--- src/rtl/rx_pkg.sv ---
// Shared constants, state type and CRC32 byte step for the GMII receive path.
package rx_pkg;

    localparam logic [7:0]  PREAMBLE    = 8'h55;
    localparam logic [7:0]  SFD         = 8'hD5;
    localparam logic [31:0] CRC_POLY    = 32'hEDB88320;
    localparam logic [31:0] CRC_INIT    = 32'hFFFFFFFF;
    localparam logic [31:0] CRC_RESIDUE = 32'hDEBB20E3;

    typedef enum logic [1:0] {
        HUNT = 2'd0,
        DATA = 2'd1,
        DROP = 2'd2
    } rx_state_t;

    // Reflected CRC32 advanced by one byte, LSB first.
    function automatic logic [31:0] crc32_byte(input logic [31:0] crc, input logic [7:0] data);
        logic [31:0] c;
        c = crc ^ {24'h000000, data};
        for (int i = 0; i < 8; i++) begin
            c = c[0] ? ((c >> 1) ^ CRC_POLY) : (c >> 1);
        end
        return c;
    endfunction

endpackage

--- src/rtl/crc32_d8.sv ---
// Byte-wide reflected CRC32 accumulator with synchronous clear and enable.
module crc32_d8
    import rx_pkg::*;
(
    input  logic        i_clk,
    input  logic        i_rst_n,
    input  logic        i_clr,
    input  logic        i_en,
    input  logic [7:0]  i_data,
    output logic [31:0] o_crc
);

    logic [31:0] r_crc;
    logic [31:0] w_crc_nxt;

    always_comb begin
        w_crc_nxt = crc32_byte(r_crc, i_data);
    end

    always_ff @(posedge i_clk or negedge i_rst_n) begin
        if (!i_rst_n) begin
            r_crc <= CRC_INIT;
        end else if (i_clr) begin
            r_crc <= CRC_INIT;
        end else if (i_en) begin
            r_crc <= w_crc_nxt;
        end
    end

    assign o_crc = r_crc;

endmodule

--- src/rtl/rx_gmii_framer.sv ---
// GMII receive framer: finds preamble/SFD, strips preamble/SFD/FCS and
// reports a per-frame CRC/length/error verdict for the downstream voter.
module rx_gmii_framer
    import rx_pkg::*;
#(
    parameter int unsigned MIN_LEN = 64,
    parameter int unsigned MAX_LEN = 1518,
    parameter int unsigned PRE_MIN = 2
) (
    input  logic        rx_clk,
    input  logic        reset,
    input  logic [7:0]  rx_data,
    input  logic        rx_enable,
    input  logic        rx_error,
    output logic        sfd_wait,
    output logic [7:0]  out_data,
    output logic        out_valid,
    output logic        out_sof,
    output logic        frame_done,
    output logic        frame_good,
    output logic [10:0] frame_len,
    output logic [15:0] bad_cnt
);

    localparam int unsigned LEN_W = 11;
    localparam logic [LEN_W-1:0] LEN_SAT = '1;
    localparam logic [LEN_W-1:0] MIN_C   = LEN_W'(MIN_LEN);
    localparam logic [LEN_W-1:0] MAX_C   = LEN_W'(MAX_LEN);
    localparam logic [LEN_W-1:0] MAX_P1  = LEN_W'(MAX_LEN + 1);
    localparam logic [2:0]       PRE_C   = 3'(PRE_MIN);

    rx_state_t        r_state;
    rx_state_t        w_state_nxt;
    logic [2:0]       r_pre_cnt;
    logic [2:0]       w_pre_nxt;
    logic             r_from_data;
    logic             w_from_data_nxt;
    logic [3:0][7:0]  r_dly;
    logic [2:0]       r_dly_cnt;
    logic [LEN_W-1:0] r_byte_cnt;
    logic [LEN_W-1:0] w_cnt_inc;
    logic             w_cnt_en;
    logic             w_over;
    logic             r_err;
    logic             r_sof_seen;
    logic             w_push;
    logic             w_end;
    logic             w_good;
    logic             w_crc_clr;
    logic             w_crc_en;
    logic [31:0]      w_crc;

    crc32_d8 u_crc (
        .i_clk   (rx_clk),
        .i_rst_n (reset),
        .i_clr   (w_crc_clr),
        .i_en    (w_crc_en),
        .i_data  (rx_data),
        .o_crc   (w_crc)
    );

    // Byte counter keeps running through an overlength DROP so frame_len reports the full burst.
    always_comb begin
        w_crc_clr = (r_state != DATA);
        w_crc_en  = (r_state == DATA) && rx_enable;
        w_cnt_en  = rx_enable && ((r_state == DATA) || ((r_state == DROP) && r_from_data));
        w_cnt_inc = (r_byte_cnt == LEN_SAT) ? r_byte_cnt : r_byte_cnt + 11'd1;
        w_over    = (w_cnt_inc == MAX_P1);
        w_good    = (w_crc == CRC_RESIDUE) && !r_err
                    && (r_byte_cnt >= MIN_C) && (r_byte_cnt <= MAX_C);
    end

    always_comb begin
        w_state_nxt     = r_state;
        w_pre_nxt       = r_pre_cnt;
        w_from_data_nxt = r_from_data;
        w_push          = 1'b0;
        w_end           = 1'b0;
        case (r_state)
            HUNT: begin
                w_from_data_nxt = 1'b0;
                if (!rx_enable) begin
                    w_pre_nxt = '0;
                end else if (rx_data == PREAMBLE) begin
                    if (r_pre_cnt != 3'd7) begin
                        w_pre_nxt = r_pre_cnt + 3'd1;
                    end
                end else if ((rx_data == SFD) && (r_pre_cnt >= PRE_C)) begin
                    w_state_nxt = DATA;
                    w_pre_nxt   = '0;
                end else begin
                    w_state_nxt = DROP;
                    w_pre_nxt   = '0;
                end
            end
            DATA: begin
                if (!rx_enable) begin
                    w_end       = 1'b1;
                    w_state_nxt = HUNT;
                end else if (w_over) begin
                    w_state_nxt     = DROP;
                    w_from_data_nxt = 1'b1;
                end else if (r_dly_cnt == 3'd4) begin
                    w_push = 1'b1;
                end
            end
            DROP: begin
                if (!rx_enable) begin
                    w_end           = r_from_data;
                    w_state_nxt     = HUNT;
                    w_from_data_nxt = 1'b0;
                end
            end
            default: begin
                w_state_nxt = HUNT;
            end
        endcase
    end

    always_ff @(posedge rx_clk or negedge reset) begin
        if (!reset) begin
            r_state     <= HUNT;
            r_pre_cnt   <= '0;
            r_from_data <= 1'b0;
            sfd_wait    <= 1'b1;
        end else begin
            r_state     <= w_state_nxt;
            r_pre_cnt   <= w_pre_nxt;
            r_from_data <= w_from_data_nxt;
            sfd_wait    <= (w_state_nxt != DATA);
        end
    end

    // FCS stays hidden because a byte is only released once four newer bytes are behind it.
    always_ff @(posedge rx_clk or negedge reset) begin
        if (!reset) begin
            out_data   <= '0;
            out_valid  <= 1'b0;
            out_sof    <= 1'b0;
            frame_done <= 1'b0;
            frame_good <= 1'b0;
            frame_len  <= '0;
            bad_cnt    <= '0;
            r_dly      <= '0;
            r_dly_cnt  <= '0;
            r_byte_cnt <= '0;
            r_err      <= 1'b0;
            r_sof_seen <= 1'b0;
        end else begin
            out_valid  <= w_push;
            out_data   <= w_push ? r_dly[3] : 8'h00;
            out_sof    <= w_push && !r_sof_seen;
            frame_done <= w_end;
            frame_good <= w_end && w_good;
            frame_len  <= w_end ? r_byte_cnt : '0;
            if (w_end && !w_good && (bad_cnt != 16'hFFFF)) begin
                bad_cnt <= bad_cnt + 16'd1;
            end
            if (r_state == HUNT) begin
                r_dly      <= '0;
                r_dly_cnt  <= '0;
                r_byte_cnt <= '0;
                r_err      <= 1'b0;
                r_sof_seen <= 1'b0;
            end else if (w_cnt_en) begin
                r_byte_cnt <= w_cnt_inc;
                if (r_state == DATA) begin
                    r_err <= r_err || rx_error || w_over;
                    r_dly <= {r_dly[2:0], rx_data};
                    if (r_dly_cnt != 3'd4) begin
                        r_dly_cnt <= r_dly_cnt + 3'd1;
                    end
                end
                if (w_push) begin
                    r_sof_seen <= 1'b1;
                end
            end
        end
    end

endmodule
--- config.mk ---
export PLATFORM = sky130hd
export DESIGN_NAME = rx_gmii_framer
export DESIGN_NICKNAME = d
export VERILOG_FILES = /design/src/rtl/rx_pkg.sv /design/src/rtl/crc32_d8.sv /design/src/rtl/rx_gmii_framer.sv
export SDC_FILE = /design/constraint.sdc
export NUM_CORES = 1
export LEC_CHECK = 0
export ABC_CLOCK_PERIOD_IN_PS = 1900
export CORE_ASPECT_RATIO = 0.6
export CORE_MARGIN = 2
export CORE_UTILIZATION = 39
export CTS_CLUSTER_SIZE = 25
export DETAILED_ROUTE_END_ITERATION = 7
export GPL_TIMING_DRIVEN = 0
export PLACE_DENSITY = 0.72
export SLEW_MARGIN = 10
export SYNTH_ARGS = -nofsm -noshare
export SYNTH_HDL_FRONTEND = slang
export SYNTH_SLANG_ARGS = --single-unit
--- constraint.sdc ---
create_clock -name rx_clk -period 1.9 [get_ports rx_clk]
set_input_delay 0.285 -clock rx_clk [delete_from_list [all_inputs] [get_ports rx_clk]]
set_output_delay 0.285 -clock rx_clk [all_outputs]
set_load 0.02 [all_outputs]
==> summary.txt <==
Detailed routing
  • Remaining antenna violation count: 0
  • Detailed Route WL: between 15,000 and 20,000 um
  • DR pass1 iterations: 7
  • Via Count: between 5k and 6k
  • Via density: roughly 5.3
  • WL/cell: 17.4 um
  • Drt initial violations: 447
  • # DRC: 9

Cells and area
  • Layout overhead on the synthesized area: 36.6%
  • Non-Filler Instances: 959
  • Diodes inserted: 0
  • Post-route cell area: 0.00854 mm^2
  • Ratio of cells with drive above 1 in the final layout: about 25%
  • Fillcell total: around 1.3k
  • Layout Nets: 767

Place
  • Routability cong.: 0.971
  • IO Port Bufs: between 50 and 60
  • Inst Count DP: about 900
  • DP Area: roughly 0.0071 mm^2
  • Final HPWL DP: 10,300 um

Worst setup path
  • Critical Path Start Type: register
  • Crit path max fanout: 5
  • CP Data Arrival Time: between 2 and 3 ns
  • Worst R2R Path Depth: 8
  • Worst Setup SP: u_crc.o_crc[27]$_DFFE_PN1P_
  • Last element of the critical path: bad_cnt[7]$_DFFE_PN0P_
  • Critical Path End Type: register
  • RR Endpoint: bad_cnt[7]$_DFFE_PN0P_
  • Reg-to-Reg Start: u_crc.o_crc[27]$_DFFE_PN1P_
  • WP data required: roughly 2.2 ns
  • R2R Setup Slk: -0.29 ns
  • Critical path class: reg -> reg

Timing
  • Final count of hold timing violations: 0
  • Endpoints failing setup: 46
  • Hold_ws: between 0.2 and 0.3 ns
  • Fin crit share: 115%
  • Slew Viols, Final: 0
  • Measured slew at the worst slew-check pin: 0.679 ns
  • Slew headroom: a little over half
  • Shortest period the worst path allows: 2.19 ns
  • Skew final: just over 0.01 ns
  • Final worst setup slack: -0.287 ns
  • RSZ-0062 raised after global routing: yes
  • Max Clk Rate: roughly 0.46 GHz

Synthesis
  • Post-synth top flop: dfrtp_1
  • Most numerous cell in the Yosys netlist: nand2_1
  • Synth top cells by count: nand2_1, dfrtp_1, xnor2_1, a21oi_1, o21ai_0
  • Mapped Nets: about 670
  • Ranking of synthesized cells by area: dfrtp_1, dfstp_2, nand2_1
  • Post-synth top area cell: dfrtp_1
  • Mapped Cells: between 600 and 700
  • Yosys cell types: between 50 and 60
  • Sequential area share after synthesis: ~50%
  • Post-synth EDFFs: 0
  • Yosys warns: 0
  • Synth Register Bits: about 130
  • Post-synth ARST share: 100%
  • Synthesized area per cell: approximately 9.7 um^2
  • Synthesized cell area: between 0.006 and 0.007 mm^2
  • Post-synth top area share: approximately 37%

Hold path
  • HP Class: in -> reg
  • Beginning of the worst hold path: rx_data[1]

Pwr
  • Leakage: about 3.6 nW
  • PD cells: ~850 mW/mm^2
  • Worst VDD drop: around 0.54 mV

Floorplanning
  • Row Count: 35
  • Die ar.: ~0.017 mm^2
  • Chip Width: around 170 um
  • Height of the die: roughly 100 um
  • Number of I/O pins: 52
  • Initial Utilization: 40.3%
  • Core Region: between 0.015 and 0.02 mm^2

Global route
  • Grt ovf: 0
  • Largest net degree at the start of global routing: between 90 and 100
  • Via count of the first global-routing pass: around 4.9k
  • Initial antenna violation count: 0
  • All-Layer GR Usage: between 10% and 20%
  • Global-route wire length before repair: approximately 26,000 um

CTS
  • CTS Buffer Depth: 2
  • Clk slew on worst S/H paths: 0.06 ns
  • Worst-Skew Late Latency: about 0.42 ns
  • Total CTS buffers: 17
  • Clock Tree Root: clkbuf_16
  • CTS tree: built
  • Clock sink total: ~130
  • H-tree Lvls: 4

Outcome
  • Status: finished, violations left
  • Failing checks: design-rule violations, negative setup slack

Job
  • MaxCap Viol Count: 0
routing by layer:
metal,vias to the layer above,GRT usage (%),wire (um)
met5,-,0,0
met4,0,4.88,140
met3,15,5.31,1310
met2,204,28.2,7150
met1,2476,30.0,8120
li1,2364,-,-
layout by cell type (no fill, tap or decap), types with 5 or more instances in the layout:
cell type / netlist / routed
nand2_1: 143 / 139
dfrtp_1: 93 / 90
clkdlybuf4s50_1: 0 / 48
xnor2_1: 56 / 42
a21oi_1: 44 / 40
o21ai_0: 35 / 33
dfstp_2: 33 / 33
nor2_1: 31 / 27
buf_4: 1 / 26
xor2_1: 26 / 26
clkbuf_16: 0 / 18
inv_1: 15 / 14
xnor2_2: 8 / 14
and2_1: 17 / 13
nand4_1: 13 / 13
buf_6: 1 / 12
nand3_1: 17 / 10
ha_1: 12 / 10
clkbuf_1: 20 / 8
xnor2_4: 0 / 8
clkbuf_2: 1 / 6
and3_1: 8 / 5
and2_4: 0 / 5
inv_8: 0 / 5
final cells by class:
class                      instances  area [um^2]  area share, %
buffer                            29          194           2.27
tap                              203          254           2.97
inverter                          15         56.3          0.659
sequential                       126         3200           37.4
clock buffer                      17          425           4.98
timing repair buffer              85          863           10.1
multi-input combinational        469         3330           39.0
clock inverter                    15          224           2.62
flip-flops by register name (all words and copies together), names as in the netlist, 2 cells and up:
name / count
bad_cnt: 16
r_dly: 32
out_data: 8
r_state: 2
frame_len: 11
r_dly_cnt: 3
u_crc.o_crc: 32
r_byte_cnt: 11
r_pre_cnt: 3
worst max-delay path, stage by stage (launching register included):
cell and delay, ns:
dfstp_2 0.58, nand4b_1 0.15, or4_4 0.48, nor4_2 0.15, nand3_1 0.14, and3_4 0.24, clkbuf_16 0.17, nand2_4 0.06
xnor2_2 0.12
cells by family after synthesis:
kind of cell	count (synthesis)	share of synthesized area [%]
flip-flops	126	51.1
XOR/XNOR	90	13.6
adder cells (fa/ha/maj)	12	2.40
multiplexers	7	1.16
AND/OR/NAND/NOR	260	19.4
AO/OA/AOI/OAI	100	9.02
buffers and inverters	48	3.34
repair_timing:
action,CTS,global route
endpoints found under the setup margin,105,92
gates resized for setup,75,52
gates cloned,1,1
buffers inserted,27,9
endpoints found under the hold margin,36,0
pin swaps,29,18
hold buffers,1,0
per-stage QoR:
step                util, %  worst slack [ns]  power [mW]  setup TNS (ns)
floorplan                 -            -0.109        3.30           -1.02
global placement       45.4             -4.40        3.56         -559.34
detailed placement     45.5            -0.874        3.57          -60.10
CTS                    53.3            -0.349        7.23           -8.29
global route           55.1            -0.377        7.49          -12.80
finish                 55.1            -0.287        7.23           -8.65
power by group:
part / leakage [nW] / internal (mW) / switching, mW
clock: 0.318 / 2.25 / 1.37
combinational: 1.66 / 0.306 / 0.589
sequential: 1.64 / 2.70 / 0.0128
worst min path at each step:
stage / end / slack, ns / depth (start not counted)
after global routing: r_dly[1]$_DFFE_PN0P_ / 0.26 / 3
after CTS: bad_cnt[4]$_DFFE_PN0P_ / 0.34 / 2
after floorplan: bad_cnt[0]$_DFFE_PN0P_ / -0.01 / 0
final: r_dly[1]$_DFFE_PN0P_ / 0.25 / 3
after global placement: out_sof$_DFF_PN0_ / 0.42 / 1
after detailed placement: bad_cnt[4]$_DFFE_PN0P_ / 0.21 / 1
Note: power is estimated with default switching activity, not from simulation.
